File: src/rtl/aes_pkg.sv
// aes_pkg: shared AES byte/state types, forward and inverse S-box tables, inverse SubBytes FSM encoding
package aes_pkg;
  typedef logic [7:0] byte_t;
  typedef byte_t [15:0] state_t;
  typedef enum logic [1:0] {IDLE, RUN, DRAIN, DONE} inv_sb_fsm_t;
  localparam byte_t SBOX[256] = '{
    8'h63, 8'h7c, 8'h77, 8'h7b, 8'hf2, 8'h6b, 8'h6f, 8'hc5, 8'h30, 8'h01, 8'h67, 8'h2b, 8'hfe, 8'hd7, 8'hab, 8'h76,
    8'hca, 8'h82, 8'hc9, 8'h7d, 8'hfa, 8'h59, 8'h47, 8'hf0, 8'had, 8'hd4, 8'ha2, 8'haf, 8'h9c, 8'ha4, 8'h72, 8'hc0,
    8'hb7, 8'hfd, 8'h93, 8'h26, 8'h36, 8'h3f, 8'hf7, 8'hcc, 8'h34, 8'ha5, 8'he5, 8'hf1, 8'h71, 8'hd8, 8'h31, 8'h15,
    8'h04, 8'hc7, 8'h23, 8'hc3, 8'h18, 8'h96, 8'h05, 8'h9a, 8'h07, 8'h12, 8'h80, 8'he2, 8'heb, 8'h27, 8'hb2, 8'h75,
    8'h09, 8'h83, 8'h2c, 8'h1a, 8'h1b, 8'h6e, 8'h5a, 8'ha0, 8'h52, 8'h3b, 8'hd6, 8'hb3, 8'h29, 8'he3, 8'h2f, 8'h84,
    8'h53, 8'hd1, 8'h00, 8'hed, 8'h20, 8'hfc, 8'hb1, 8'h5b, 8'h6a, 8'hcb, 8'hbe, 8'h39, 8'h4a, 8'h4c, 8'h58, 8'hcf,
    8'hd0, 8'hef, 8'haa, 8'hfb, 8'h43, 8'h4d, 8'h33, 8'h85, 8'h45, 8'hf9, 8'h02, 8'h7f, 8'h50, 8'h3c, 8'h9f, 8'ha8,
    8'h51, 8'ha3, 8'h40, 8'h8f, 8'h92, 8'h9d, 8'h38, 8'hf5, 8'hbc, 8'hb6, 8'hda, 8'h21, 8'h10, 8'hff, 8'hf3, 8'hd2,
    8'hcd, 8'h0c, 8'h13, 8'hec, 8'h5f, 8'h97, 8'h44, 8'h17, 8'hc4, 8'ha7, 8'h7e, 8'h3d, 8'h64, 8'h5d, 8'h19, 8'h73,
    8'h60, 8'h81, 8'h4f, 8'hdc, 8'h22, 8'h2a, 8'h90, 8'h88, 8'h46, 8'hee, 8'hb8, 8'h14, 8'hde, 8'h5e, 8'h0b, 8'hdb,
    8'he0, 8'h32, 8'h3a, 8'h0a, 8'h49, 8'h06, 8'h24, 8'h5c, 8'hc2, 8'hd3, 8'hac, 8'h62, 8'h91, 8'h95, 8'he4, 8'h79,
    8'he7, 8'hc8, 8'h37, 8'h6d, 8'h8d, 8'hd5, 8'h4e, 8'ha9, 8'h6c, 8'h56, 8'hf4, 8'hea, 8'h65, 8'h7a, 8'hae, 8'h08,
    8'hba, 8'h78, 8'h25, 8'h2e, 8'h1c, 8'ha6, 8'hb4, 8'hc6, 8'he8, 8'hdd, 8'h74, 8'h1f, 8'h4b, 8'hbd, 8'h8b, 8'h8a,
    8'h70, 8'h3e, 8'hb5, 8'h66, 8'h48, 8'h03, 8'hf6, 8'h0e, 8'h61, 8'h35, 8'h57, 8'hb9, 8'h86, 8'hc1, 8'h1d, 8'h9e,
    8'he1, 8'hf8, 8'h98, 8'h11, 8'h69, 8'hd9, 8'h8e, 8'h94, 8'h9b, 8'h1e, 8'h87, 8'he9, 8'hce, 8'h55, 8'h28, 8'hdf,
    8'h8c, 8'ha1, 8'h89, 8'h0d, 8'hbf, 8'he6, 8'h42, 8'h68, 8'h41, 8'h99, 8'h2d, 8'h0f, 8'hb0, 8'h54, 8'hbb, 8'h16
  };
  localparam byte_t INV_SBOX[256] = '{
    8'h52, 8'h09, 8'h6a, 8'hd5, 8'h30, 8'h36, 8'ha5, 8'h38, 8'hbf, 8'h40, 8'ha3, 8'h9e, 8'h81, 8'hf3, 8'hd7, 8'hfb,
    8'h7c, 8'he3, 8'h39, 8'h82, 8'h9b, 8'h2f, 8'hff, 8'h87, 8'h34, 8'h8e, 8'h43, 8'h44, 8'hc4, 8'hde, 8'he9, 8'hcb,
    8'h54, 8'h7b, 8'h94, 8'h32, 8'ha6, 8'hc2, 8'h23, 8'h3d, 8'hee, 8'h4c, 8'h95, 8'h0b, 8'h42, 8'hfa, 8'hc3, 8'h4e,
    8'h08, 8'h2e, 8'ha1, 8'h66, 8'h28, 8'hd9, 8'h24, 8'hb2, 8'h76, 8'h5b, 8'ha2, 8'h49, 8'h6d, 8'h8b, 8'hd1, 8'h25,
    8'h72, 8'hf8, 8'hf6, 8'h64, 8'h86, 8'h68, 8'h98, 8'h16, 8'hd4, 8'ha4, 8'h5c, 8'hcc, 8'h5d, 8'h65, 8'hb6, 8'h92,
    8'h6c, 8'h70, 8'h48, 8'h50, 8'hfd, 8'hed, 8'hb9, 8'hda, 8'h5e, 8'h15, 8'h46, 8'h57, 8'ha7, 8'h8d, 8'h9d, 8'h84,
    8'h90, 8'hd8, 8'hab, 8'h00, 8'h8c, 8'hbc, 8'hd3, 8'h0a, 8'hf7, 8'he4, 8'h58, 8'h05, 8'hb8, 8'hb3, 8'h45, 8'h06,
    8'hd0, 8'h2c, 8'h1e, 8'h8f, 8'hca, 8'h3f, 8'h0f, 8'h02, 8'hc1, 8'haf, 8'hbd, 8'h03, 8'h01, 8'h13, 8'h8a, 8'h6b,
    8'h3a, 8'h91, 8'h11, 8'h41, 8'h4f, 8'h67, 8'hdc, 8'hea, 8'h97, 8'hf2, 8'hcf, 8'hce, 8'hf0, 8'hb4, 8'he6, 8'h73,
    8'h96, 8'hac, 8'h74, 8'h22, 8'he7, 8'had, 8'h35, 8'h85, 8'he2, 8'hf9, 8'h37, 8'he8, 8'h1c, 8'h75, 8'hdf, 8'h6e,
    8'h47, 8'hf1, 8'h1a, 8'h71, 8'h1d, 8'h29, 8'hc5, 8'h89, 8'h6f, 8'hb7, 8'h62, 8'h0e, 8'haa, 8'h18, 8'hbe, 8'h1b,
    8'hfc, 8'h56, 8'h3e, 8'h4b, 8'hc6, 8'hd2, 8'h79, 8'h20, 8'h9a, 8'hdb, 8'hc0, 8'hfe, 8'h78, 8'hcd, 8'h5a, 8'hf4,
    8'h1f, 8'hdd, 8'ha8, 8'h33, 8'h88, 8'h07, 8'hc7, 8'h31, 8'hb1, 8'h12, 8'h10, 8'h59, 8'h27, 8'h80, 8'hec, 8'h5f,
    8'h60, 8'h51, 8'h7f, 8'ha9, 8'h19, 8'hb5, 8'h4a, 8'h0d, 8'h2d, 8'he5, 8'h7a, 8'h9f, 8'h93, 8'hc9, 8'h9c, 8'hef,
    8'ha0, 8'he0, 8'h3b, 8'h4d, 8'hae, 8'h2a, 8'hf5, 8'hb0, 8'hc8, 8'heb, 8'hbb, 8'h3c, 8'h83, 8'h53, 8'h99, 8'h61,
    8'h17, 8'h2b, 8'h04, 8'h7e, 8'hba, 8'h77, 8'hd6, 8'h26, 8'he1, 8'h69, 8'h14, 8'h63, 8'h55, 8'h21, 8'h0c, 8'h7d
  };
endpackage

File: src/rtl/aes_inv_sbox.sv
// aes_inv_sbox: one inverse S-box lane, LAT register stages carrying a valid bit and the group tag alongside the byte
module aes_inv_sbox
  import aes_pkg::*;
#(
  parameter int LAT = 1,
  parameter int TW = 1
) (
  input  logic          clk,
  input  logic          rst,
  input  logic          v,
  input  byte_t         x,
  input  logic [TW-1:0] t,
  output logic          my_v,
  output byte_t         y,
  output logic [TW-1:0] my_t
);
  logic [LAT-1:0] vp;
  byte_t yp[LAT];
  logic [TW-1:0] tp[LAT];
  always_ff @(posedge clk) begin
    vp[0] <= v & ~rst;
    yp[0] <= INV_SBOX[x];
    tp[0] <= t;
    for (int i = 1; i < LAT; i++) begin
      vp[i] <= vp[i-1] & ~rst;
      yp[i] <= yp[i-1];
      tp[i] <= tp[i-1];
    end
  end
  assign my_v = vp[LAT-1];
  assign y = yp[LAT-1];
  assign my_t = tp[LAT-1];
endmodule

File: src/rtl/aes_inv_sub_bytes.sv
// aes_inv_sub_bytes: inverse SubBytes over a 128-bit state, LANES bytes per cycle, valid/ready on both sides
module aes_inv_sub_bytes
  import aes_pkg::*;
#(
  parameter int LANES = 4,
  parameter int SBOX_LAT = 1
) (
  input  logic         clk,
  input  logic         rst,
  input  logic         in_valid,
  output logic         in_ready,
  input  logic [127:0] in_state,
  output logic         out_valid,
  input  logic         out_ready,
  output logic [127:0] out_state,
  output logic         busy
);
  localparam int NG = 16 / LANES;
  localparam int TW = NG > 1 ? $clog2(NG) : 1;
  localparam logic [TW-1:0] LAST = TW'(NG - 1);
  if (LANES != 1 && LANES != 2 && LANES != 4 && LANES != 8 && LANES != 16) begin : g_bad_lanes
    $error("aes_inv_sub_bytes: LANES must be 1, 2, 4, 8 or 16");
  end
  if (SBOX_LAT < 1) begin : g_bad_lat
    $error("aes_inv_sub_bytes: SBOX_LAT must be at least 1");
  end
  inv_sb_fsm_t state;
  logic [TW-1:0] g;
  state_t work;
  logic [LANES-1:0] wv;
  byte_t wy[LANES];
  logic [TW-1:0] wt[LANES];
  for (genvar l = 0; l < LANES; l++) begin : g_lane
    aes_inv_sbox #(.LAT(SBOX_LAT), .TW(TW)) u_sbox (
      .clk(clk), .rst(rst), .v(state == RUN), .x(work[LANES * int'(g) + l]), .t(g),
      .my_v(wv[l]), .y(wy[l]), .my_t(wt[l])
    );
  end
  // writeback lands at the tagged group position, so lanes need not return in lockstep with the FSM
  always_ff @(posedge clk) begin
    if (rst) begin
      state <= IDLE;
      g <= '0;
      in_ready <= 1'b0;
      out_valid <= 1'b0;
      busy <= 1'b0;
      out_state <= '0;
    end else begin
      for (int i = 0; i < LANES; i++)
        if (wv[i]) out_state[8 * (LANES * int'(wt[i]) + i) +: 8] <= wy[i];
      case (state)
        IDLE: if (in_valid && in_ready) begin
          work <= in_state;
          g <= '0;
          state <= RUN;
          in_ready <= 1'b0;
          busy <= 1'b1;
        end else in_ready <= 1'b1;
        RUN: begin
          g <= (g == LAST) ? '0 : g + 1'b1;
          if (g == LAST) state <= DRAIN;
        end
        DRAIN: if (wv[0] && wt[0] == LAST) begin
          state <= DONE;
          out_valid <= 1'b1;
        end
        DONE: if (out_ready) begin
          state <= IDLE;
          out_valid <= 1'b0;
          busy <= 1'b0;
          in_ready <= 1'b1;
        end
      endcase
    end
  end
endmodule

File: config.mk
export PLATFORM = sky130hd
export DESIGN_NAME = aes_inv_sub_bytes
export DESIGN_NICKNAME = d
export VERILOG_FILES = /design/src/rtl/aes_pkg.sv /design/src/rtl/aes_inv_sbox.sv /design/src/rtl/aes_inv_sub_bytes.sv
export SDC_FILE = /design/constraint.sdc
export NUM_CORES = 1
export LEC_CHECK = 0
export CAP_MARGIN = 20
export CELL_PAD_IN_SITES_DETAIL_PLACEMENT = 0
export CELL_PAD_IN_SITES_GLOBAL_PLACEMENT = 2
export CORE_AREA = 3 3 279 281
export CTS_BUF_LIST = sky130_fd_sc_hd__clkbuf_8 sky130_fd_sc_hd__clkbuf_16
export DETAILED_ROUTE_END_ITERATION = 12
export DIE_AREA = 0 0 282 284
export GPL_TIMING_DRIVEN = 0
export PLACE_DENSITY_LB_ADDON = 0.1
export RECOVER_POWER = 100
export SETUP_SLACK_MARGIN = 0.2
export SLEW_MARGIN = 20
export SYNTH_ARGS = -nofsm -noshare
export SYNTH_HDL_FRONTEND = slang
export SYNTH_SLANG_ARGS = --single-unit
File: constraint.sdc
create_clock -name clk -period 15.54 [get_ports clk]
set_input_delay 2.331 -clock clk [delete_from_list [all_inputs] [get_ports clk]]
set_output_delay 2.331 -clock clk [all_outputs]
set_load 0.1 [all_outputs]
=== Word level (Yosys, flattened, before mapping) ===
Memories as Yosys holds them, arrays and structs flattened.
Index checks and enable logic that the tools add are counted.

* Register bits after elaboration: 264
* Memory bits (writable): 40
* Bits in read-only memories: 8192
* Bits of input ports: 132
* Word-level logic and storage cells: 135
* Memories kept: 12

{| class="wikitable"
|+ Memories
! memory !! depth !! bits a word !! read ports !! clocked after memory_dff !! wr ports !! line !! RTL
|-
| (name not given) || 256 || 8 || 1 || 0 || 0 || aes_inv_sbox.sv:22 || <nowiki>yp[0] <= INV_SBOX[x];</nowiki>
|-
| (name not given) || 256 || 8 || 1 || 0 || 0 || aes_inv_sbox.sv:22 ||
|-
| (name not given) || 256 || 8 || 1 || 0 || 0 || aes_inv_sbox.sv:22 ||
|-
| (name not given) || 256 || 8 || 1 || 0 || 0 || aes_inv_sbox.sv:22 ||
|-
| g_lane[0].u_sbox.yp || 1 || 8 || 1 || 0 || 1 || aes_inv_sbox.sv:18 || <nowiki>byte_t yp[LAT];</nowiki>
|-
| g_lane[1].u_sbox.yp || 1 || 8 || 1 || 0 || 1 || aes_inv_sbox.sv:18 ||
|-
| +6 memories || -- || -- || -- || -- || -- || -- ||
|}

* Add/sub/neg operators: 11
* Magnitude comparators: 8
* Equality and inequality tests: 9
* Shifts and indexed selects: 8
* Mux-type cells: 46
* Bitwise gates (word level): 6
* Reductions and logical operators: 12

{| class="wikitable"
|+ Operators by type and width
! kind !! number
|-
| 128-bit 2-to-1 mux || 7
|-
| 128-bit bitwise mux || 4
|-
| 8-bit by 33-bit variable shift with 128-bit output (first input constant) || 4
|-
| 8-bit by 33-bit indexed part select with 128-bit output || 4
|-
| 8-bit 2-to-1 mux || 15
|-
| 8-bit negator with 33-bit output || 3
|-
| 8-bit binary-select mux with 4-bit select || 3
|-
| 9-bit >= comparator (second input constant) || 4
|-
| 8-bit inverter with 9-bit output || 4
|-
| 7-bit negator with 33-bit output || 1
|-
| 4-bit by 2-bit adder with 5-bit output (second input constant) || 4
|-
| 8-bit binary-select mux with 2-bit select || 1
|-
| 5-bit < comparator (second input constant) || 3
|-
| 2-bit 2-to-1 mux || 6
|-
| 4-bit by 1-bit adder with 5-bit output (second input constant) || 2
|-
| 3-bit AND reduction || 3
|-
| 2-bit == test (second input constant) || 4
|-
| 2-bit inequality test (second input constant) || 4
|-
| 2-bit one-hot mux with 4 select lines || 1
|-
| 1-bit one-hot mux with 2 select lines || 3
|-
| 2-bit nonzero test || 3
|-
| 4-bit by 5-bit < comparator with 1-bit output (second input constant) || 1
|-
| 1-bit 2-to-1 mux || 5
|-
| 2-bit one-hot mux with 2 select lines || 1
|-
| other kinds (8) || 10
|}

=== Longest topological paths before layout ===
* Depth after elaboration: 13
* Gate-level depth with buffers: 15
* Gate-level depth less buffers: 10

=== Hierarchy ===
From an unflattened synthesis, not the netlist that was laid out.

* Cells, all modules: 2967
* Area, all modules: 24748.7 sq um

{| class="wikitable"
|+ Modules (own cells, without submodules)
! module !! instances !! cells an instance !! area each (sq um) !! seq. area each (sq um)
|-
| aes_inv_sbox || 4 || 575 || 3736.1 || 220.2
|-
| aes_inv_sub_bytes || 1 || 667 || 9804.4 || 6546.3
|}

=== Worst setup path after synthesis ===
Ideal clock, no wire load.

* Kind: input -> register
* From: input rst
* To: register work[0] in the netlist's numbering, enable pin
* Setup time: 0.617 ns
* Arrival: 8.083 ns
* Data required time: 14.923 ns
* Setup slack: 6.840 ns
* Stages: 3
* Buffers on the path: 2
* Path through: clkbuf_1 -> clkbuf_1 -> nor2_1

* Word-level cells in the longest chain between the ends: 2

{| class="wikitable"
|+ Ends and longest elaborated chain
! element !! line !! RTL
|-
| start, declared || aes_inv_sub_bytes.sv:9 || <nowiki>input logic rst,</nowiki>
|-
| 1-bit inverter (no source line) || -- ||
|-
| 3-bit AND reduction (no source line) || -- ||
|-
| end signal, assigned || aes_inv_sub_bytes.sv:53 || <nowiki>work <= in_state;</nowiki>
|-
| end, declared || aes_inv_sub_bytes.sv:29 || <nowiki>state_t work;</nowiki>
|}

No other way between the ends.
A chain may end at the register's enable or synchronous reset.

=== Worst setup path after layout ===
* From: register g[1]
* To: memory g_lane[0].u_sbox.yp[0][0] in the netlist's numbering

* Word-level cells in the longest chain between the ends: 6

{| class="wikitable"
|+ Ends and longest elaborated chain
! element !! line !! RTL
|-
| start, declared || aes_inv_sub_bytes.sv:28 || <nowiki>logic [TW-1:0] g;</nowiki>
|-
| start signal, assigned || aes_inv_sub_bytes.sv:60 || <nowiki>g <= (g == LAST) ? '0 : g + 1'b1;</nowiki>
|-
| 8-bit binary-select mux with 2-bit select || aes_inv_sub_bytes.sv:35 || <nowiki>.clk(clk), .rst(rst), .v(state == RUN), .x(work[LANES * int'(g) + l]), .t(g),</nowiki>
|-
| 8-bit 2-to-1 mux (implied by the code) || aes_inv_sub_bytes.sv:35 ||
|-
| 8-bit inverter with 9-bit output (implied by the code) || aes_inv_sbox.sv:22 ||
|-
| memory 256 x 8 bit || -- ||
|-
| 8-bit 2-to-1 mux (implied by the code) (2 in a row) || aes_inv_sbox.sv:22 ||
|-
| end, declared || aes_inv_sbox.sv:18 ||
|}

No other way between the ends. The select of a mux whose other input is x is not followed.

==> impl_table.tex <==
\begin{tabular}{lr}
\hline
Metric & Value \\
\hline
\multicolumn{2}{l}{\textbf{Synthesis}} \\
\quad Synthesized net count & 3108 \\
\quad Flip-flop cell with the highest count after synthesis & sky130\_fd\_sc\_hd\_\_dfxtp\_1 \\
\quad Cells after Synth & 2886 \\
\quad Number of warnings reported in the yosys synthesis log & 0 \\
\quad Async set or reset register ratio after synthesis & 0\% \\
\quad Area fraction of the dominant cell type after synthesis & 16.42\% \\
\quad Leading cell type by number of instances after synthesis & sky130\_fd\_sc\_hd\_\_nor2\_1 \\
\quad Count of distinct cell types in the synthesized netlist & 89 \\
\quad EDFF count, synth & 128 \\
\quad Area of the mapped netlist & 0.02341 mm\^{}2 \\
\quad Cell taking the most area after synthesis & sky130\_fd\_sc\_hd\_\_edfxtp\_1 \\
\quad Part of the Yosys area used for sequential elements & 30.96\% \\
\quad Most instantiated cells after synthesis & sky130\_fd\_sc\_hd\_\_nor2\_1, sky130\_fd\_sc\_hd\_\_nand2\_1, sky130\_fd\_sc\_hd\_\_a21oi\_1 \\
\quad Synth Register Bits & 298 \\
\quad Average cell area after synthesis & 8.111 um\^{}2 \\
\quad Top area cells in the synthesized netlist & sky130\_fd\_sc\_hd\_\_edfxtp\_1, sky130\_fd\_sc\_hd\_\_dfxtp\_1, sky130\_fd\_sc\_hd\_\_nor2\_1 \\
\multicolumn{2}{l}{\textbf{Clocking}} \\
\quad Clock slew at the register clock pins of the worst setup and hold paths & 0.06 ns \\
\quad Clock Latency Late Sink & 0.56 ns \\
\quad Worst-case clock buffer depth & 3 \\
\quad \# hold bufs at CTS & 0 \\
\quad Clock root buffer master & sky130\_fd\_sc\_hd\_\_clkbuf\_16 \\
\quad H-tree Lvls & 2 \\
\quad Clk sinks & 298 \\
\quad Number of setup buffers added after CTS & 0 \\
\quad \# resized after CTS & 0 \\
\quad Number of buffers created by CTS & 35 \\
\quad Clock tree from TritonCTS & yes \\
\multicolumn{2}{l}{\textbf{Critical path}} \\
\quad Worst Setup Path Type & register to register \\
\quad Critical path data arrival time & 8.51 ns \\
\quad Worst setup SP type & register \\
\quad List of cells traversed by the critical path & clkbuf\_1 -> clkbuf\_1 -> mux4\_2 -> clkbuf\_1 -> inv\_1 -> ha\_1 -> clkbuf\_1 -> clkbuf\_1 -> o211ai\_1 -> a211oi\_1 -> a21oi\_1 -> o311ai\_0 -> o211a\_1 \\
\quad Worst-path maximum fanout & 15 \\
\quad Peak per-stage delay on the critical path & 1.06 ns \\
\quad Library cell appearing most often on the critical path & sky130\_fd\_sc\_hd\_\_clkbuf\_1 \\
\quad Slowest stage cell, crit path & sky130\_fd\_sc\_hd\_\_clkbuf\_1 \\
\quad Setup crit end kind & register \\
\quad Data required time at the worst endpoint & 16.04 ns \\
\multicolumn{2}{l}{\textbf{Floorplanning}} \\
\quad Die Y & 284 um \\
\quad Full die area & 0.08009 mm\^{}2 \\
\quad Effective utilization at floorplan & 30.92\% \\
\quad Number of ports placed on the die boundary & 263 \\
\quad Total core area & 0.07570 mm\^{}2 \\
\quad Die Wd & 282 um \\
\quad \# rows & 101 \\
\multicolumn{2}{l}{\textbf{Detailed routing}} \\
\quad DR DRC count & 0 \\
\quad Via count normalized by instance count & 7.020 \\
\quad Total routed wirelength & 153.5 mm \\
\quad Initial detailed-routing violation count & 5540 \\
\quad Number of nets with antenna violations after routing & 0 \\
\quad Routed length per placed instance & 36.51 um \\
\quad Vias after detailed routing & 29520 \\
\quad Number of iterations in the first detailed-routing pass & 8 \\
\multicolumn{2}{l}{\textbf{Final layout}} \\
\quad Nets@finish & 3411 \\
\quad Count of fill cells added during filler insertion & 7944 \\
\quad Share of post-route cells with drive strength above 1 & 7.932\% \\
\quad Area growth from synthesis to layout & 21.30\% \\
\quad Core utilization of the finished layout & 37.51\% \\
\multicolumn{2}{l}{\textbf{Timing}} \\
\quad Max-slew headroom at the worst pin & -15.84\% \\
\quad Unrepaired setup endpoints after global routing & false \\
\quad Number of slew-limit violations in the final report & 64 \\
\quad Total setup violations reported at the end of the flow & 0 \\
\quad Peak Freq & 124.8 MHz \\
\quad Fraction of the cycle the final worst path needs & 51.56\% \\
\quad Hold Violations, Final & 0 \\
\quad Time the final worst path needs with I/O delays and setup & 8.012 ns \\
\quad Accumulated negative setup slack & 0 ns \\
\quad Max Clock Skew & 0.02796 ns \\
\quad Worst Max-Slew Pin Slew & 1.738 ns \\
\multicolumn{2}{l}{\textbf{Flow run}} \\
\quad Number of max-cap violations & 3 \\
\multicolumn{2}{l}{\textbf{Run status}} \\
\quad Violated checks & capacitance limit, slew limit \\
\quad Outcome & complete, but fails checks \\
\multicolumn{2}{l}{\textbf{Power and ir drop}} \\
\quad Power density over the cells & 171.9 mW/mm\^{}2 \\
\quad Leakage component of the power & 10.09 nW \\
\quad VDD IR max & 94.55 uV \\
\multicolumn{2}{l}{\textbf{GRT}} \\
\quad Wire length of the first global-routing pass & 213.5 mm \\
\quad Antenna violations before repair & 20 \\
\quad GR Overflow Total & 0 \\
\quad Global router's overall resource usage & 36.72\% \\
\quad Pin count of the biggest net entering global routing & 33 \\
\quad Number of global-route vias before repair & 27920 \\
\multicolumn{2}{l}{\textbf{Placement}} \\
\quad Final weighted congestion of routability-driven global placement & 1.095 \\
\quad Placed wire-length estimate & 111.7 mm \\
\quad PortBufs & 261 \\
\multicolumn{2}{l}{\textbf{Hold path}} \\
\quad Worst hold-check path type & register to register \\
\hline
\end{tabular}
==> area by class of cell <==
cell class / count / area [um^2] / share of cell area (%)
multi-input cells: 2247 / 14640 / 51.58
flip-flops and latches: 298 / 7247 / 25.52
repair buffers: 266 / 2608 / 9.183
clock inverters: 24 / 161.4 / 0.5685
plain buffers: 297 / 1373 / 4.834
inverters: 44 / 165.2 / 0.5817
well taps: 978 / 1224 / 4.310
diodes: 12 / 30.03 / 0.1058
clock buffers: 39 / 942.2 / 3.318
==> report_power, final <==
part           switching (mW)  total (mW)  internal, mW  leakage (nW)
Sequential              0.105        1.03         0.926          2.55
Clock                   0.345       0.799         0.454         0.572
Combinational            2.24        3.05         0.807          6.97
Total                    2.69        4.88          2.19          10.1
==> layout by cell type (no fill, tap or decap), types with 16 or more instances in the layout <==
master                          instances
sky130_fd_sc_hd__mux2_2                27
sky130_fd_sc_hd__clkbuf_1             182
sky130_fd_sc_hd__nor3_1                91
sky130_fd_sc_hd__dlygate4sd3_1        256
sky130_fd_sc_hd__buf_2                 81
sky130_fd_sc_hd__mux4_2                25
sky130_fd_sc_hd__mux2i_1               58
sky130_fd_sc_hd__o21ai_0              172
sky130_fd_sc_hd__o221ai_1              24
sky130_fd_sc_hd__nand2_1              246
sky130_fd_sc_hd__a22oi_1              138
sky130_fd_sc_hd__o311ai_0              45
sky130_fd_sc_hd__and3_1                16
sky130_fd_sc_hd__ha_1                  90
sky130_fd_sc_hd__nor2_1               300
sky130_fd_sc_hd__or2_2                 20
sky130_fd_sc_hd__clkbuf_16             36
sky130_fd_sc_hd__nand3_1              115
sky130_fd_sc_hd__nor4_1                21
sky130_fd_sc_hd__nand2b_1              63
sky130_fd_sc_hd__o211ai_1              73
sky130_fd_sc_hd__a211oi_1              57
sky130_fd_sc_hd__o22ai_1               17
sky130_fd_sc_hd__edfxtp_1             128
sky130_fd_sc_hd__inv_1                 50
sky130_fd_sc_hd__nor2b_1               24
sky130_fd_sc_hd__a21oi_1              205
sky130_fd_sc_hd__a221oi_1              35
sky130_fd_sc_hd__a31oi_1               62
sky130_fd_sc_hd__dfxtp_1              170
sky130_fd_sc_hd__and2_1                25
sky130_fd_sc_hd__o31ai_1               19
sky130_fd_sc_hd__a311oi_1              42
==> metrics by stage <==
| step | cell area, um^2 | hold slack [ns] | worst slack, ns | power (mW) | cells |
|---|---|---|---|---|---|
| after floorplan | 23410 | 0.3677 | 6.840 | 2.719 | 2886 |
| after global placement | 27240 | 0.3795 | 4.675 | 3.997 | 4125 |
| after detailed placement | 27370 | 0.3793 | 9.373 | 3.886 | 4130 |
| after CTS | 28470 | 0.3875 | 9.307 | 4.700 | 4193 |
| after global routing | 28380 | 0.3997 | 7.611 | 4.973 | 4200 |
| final | 28390 | 0.3861 | 7.528 | 4.880 | 4205 |
==> critical path, delay by kind of cell (launching register included) <==
| kind | cells | cell delay [ns] |
|---|---|---|
| buffers and inverters | 6 | 4.82 |
| AO/OA/AOI/OAI | 5 | 1.39 |
| flip-flops | 1 | 0.67 |
| multiplexers | 1 | 0.57 |
| adder cells (fa/ha/maj) | 1 | 0.47 |
==> sequential cells by signal, summed over array words and instances (netlist names) <==
signal,cells
busy,1
g,2
g_lane.u_sbox.my_v,1
g_lane.u_sbox.tp,2
g_lane.u_sbox.yp,32
in_ready,1
out_state,128
out_valid,1
state,2
work,128
==> logic make-up after synthesis <==
family                   count (synthesis)  share of synthesized area (%)
buffers and inverters                  341                          6.601
adder cells (fa/ha/maj)                 92                          4.896
multiplexers                           114                          6.462
AO/OA/AOI/OAI                         1060                          31.40
AND/OR/NAND/NOR                        970                          19.21
flip-flops                             298                          30.96
XOR/XNOR                                11                         0.4758
==> worst paths after layout <==
kind	endpoint	slack, ns	start	cells past startpoint
max	g_lane[0].u_sbox.yp[0][0]	7.53	g[1]	13
min	g_lane[3].u_sbox.tp[0][0]	0.39	g[0]	0
max reg2reg	g_lane[0].u_sbox.yp[0][0]	7.53	g[1]	13
min reg2reg	g_lane[3].u_sbox.tp[0][0]	0.39	g[0]	0
==> metal layers <==
metal  routed length, um  share of wire, %  track usage [%]
met1               56270                37            46.34
met2               63630                41            54.21
met3               22280                15            13.33
met4               11330               7.4            19.93
met5                  34             0.022                0
(Power assumes the default switching activity.)
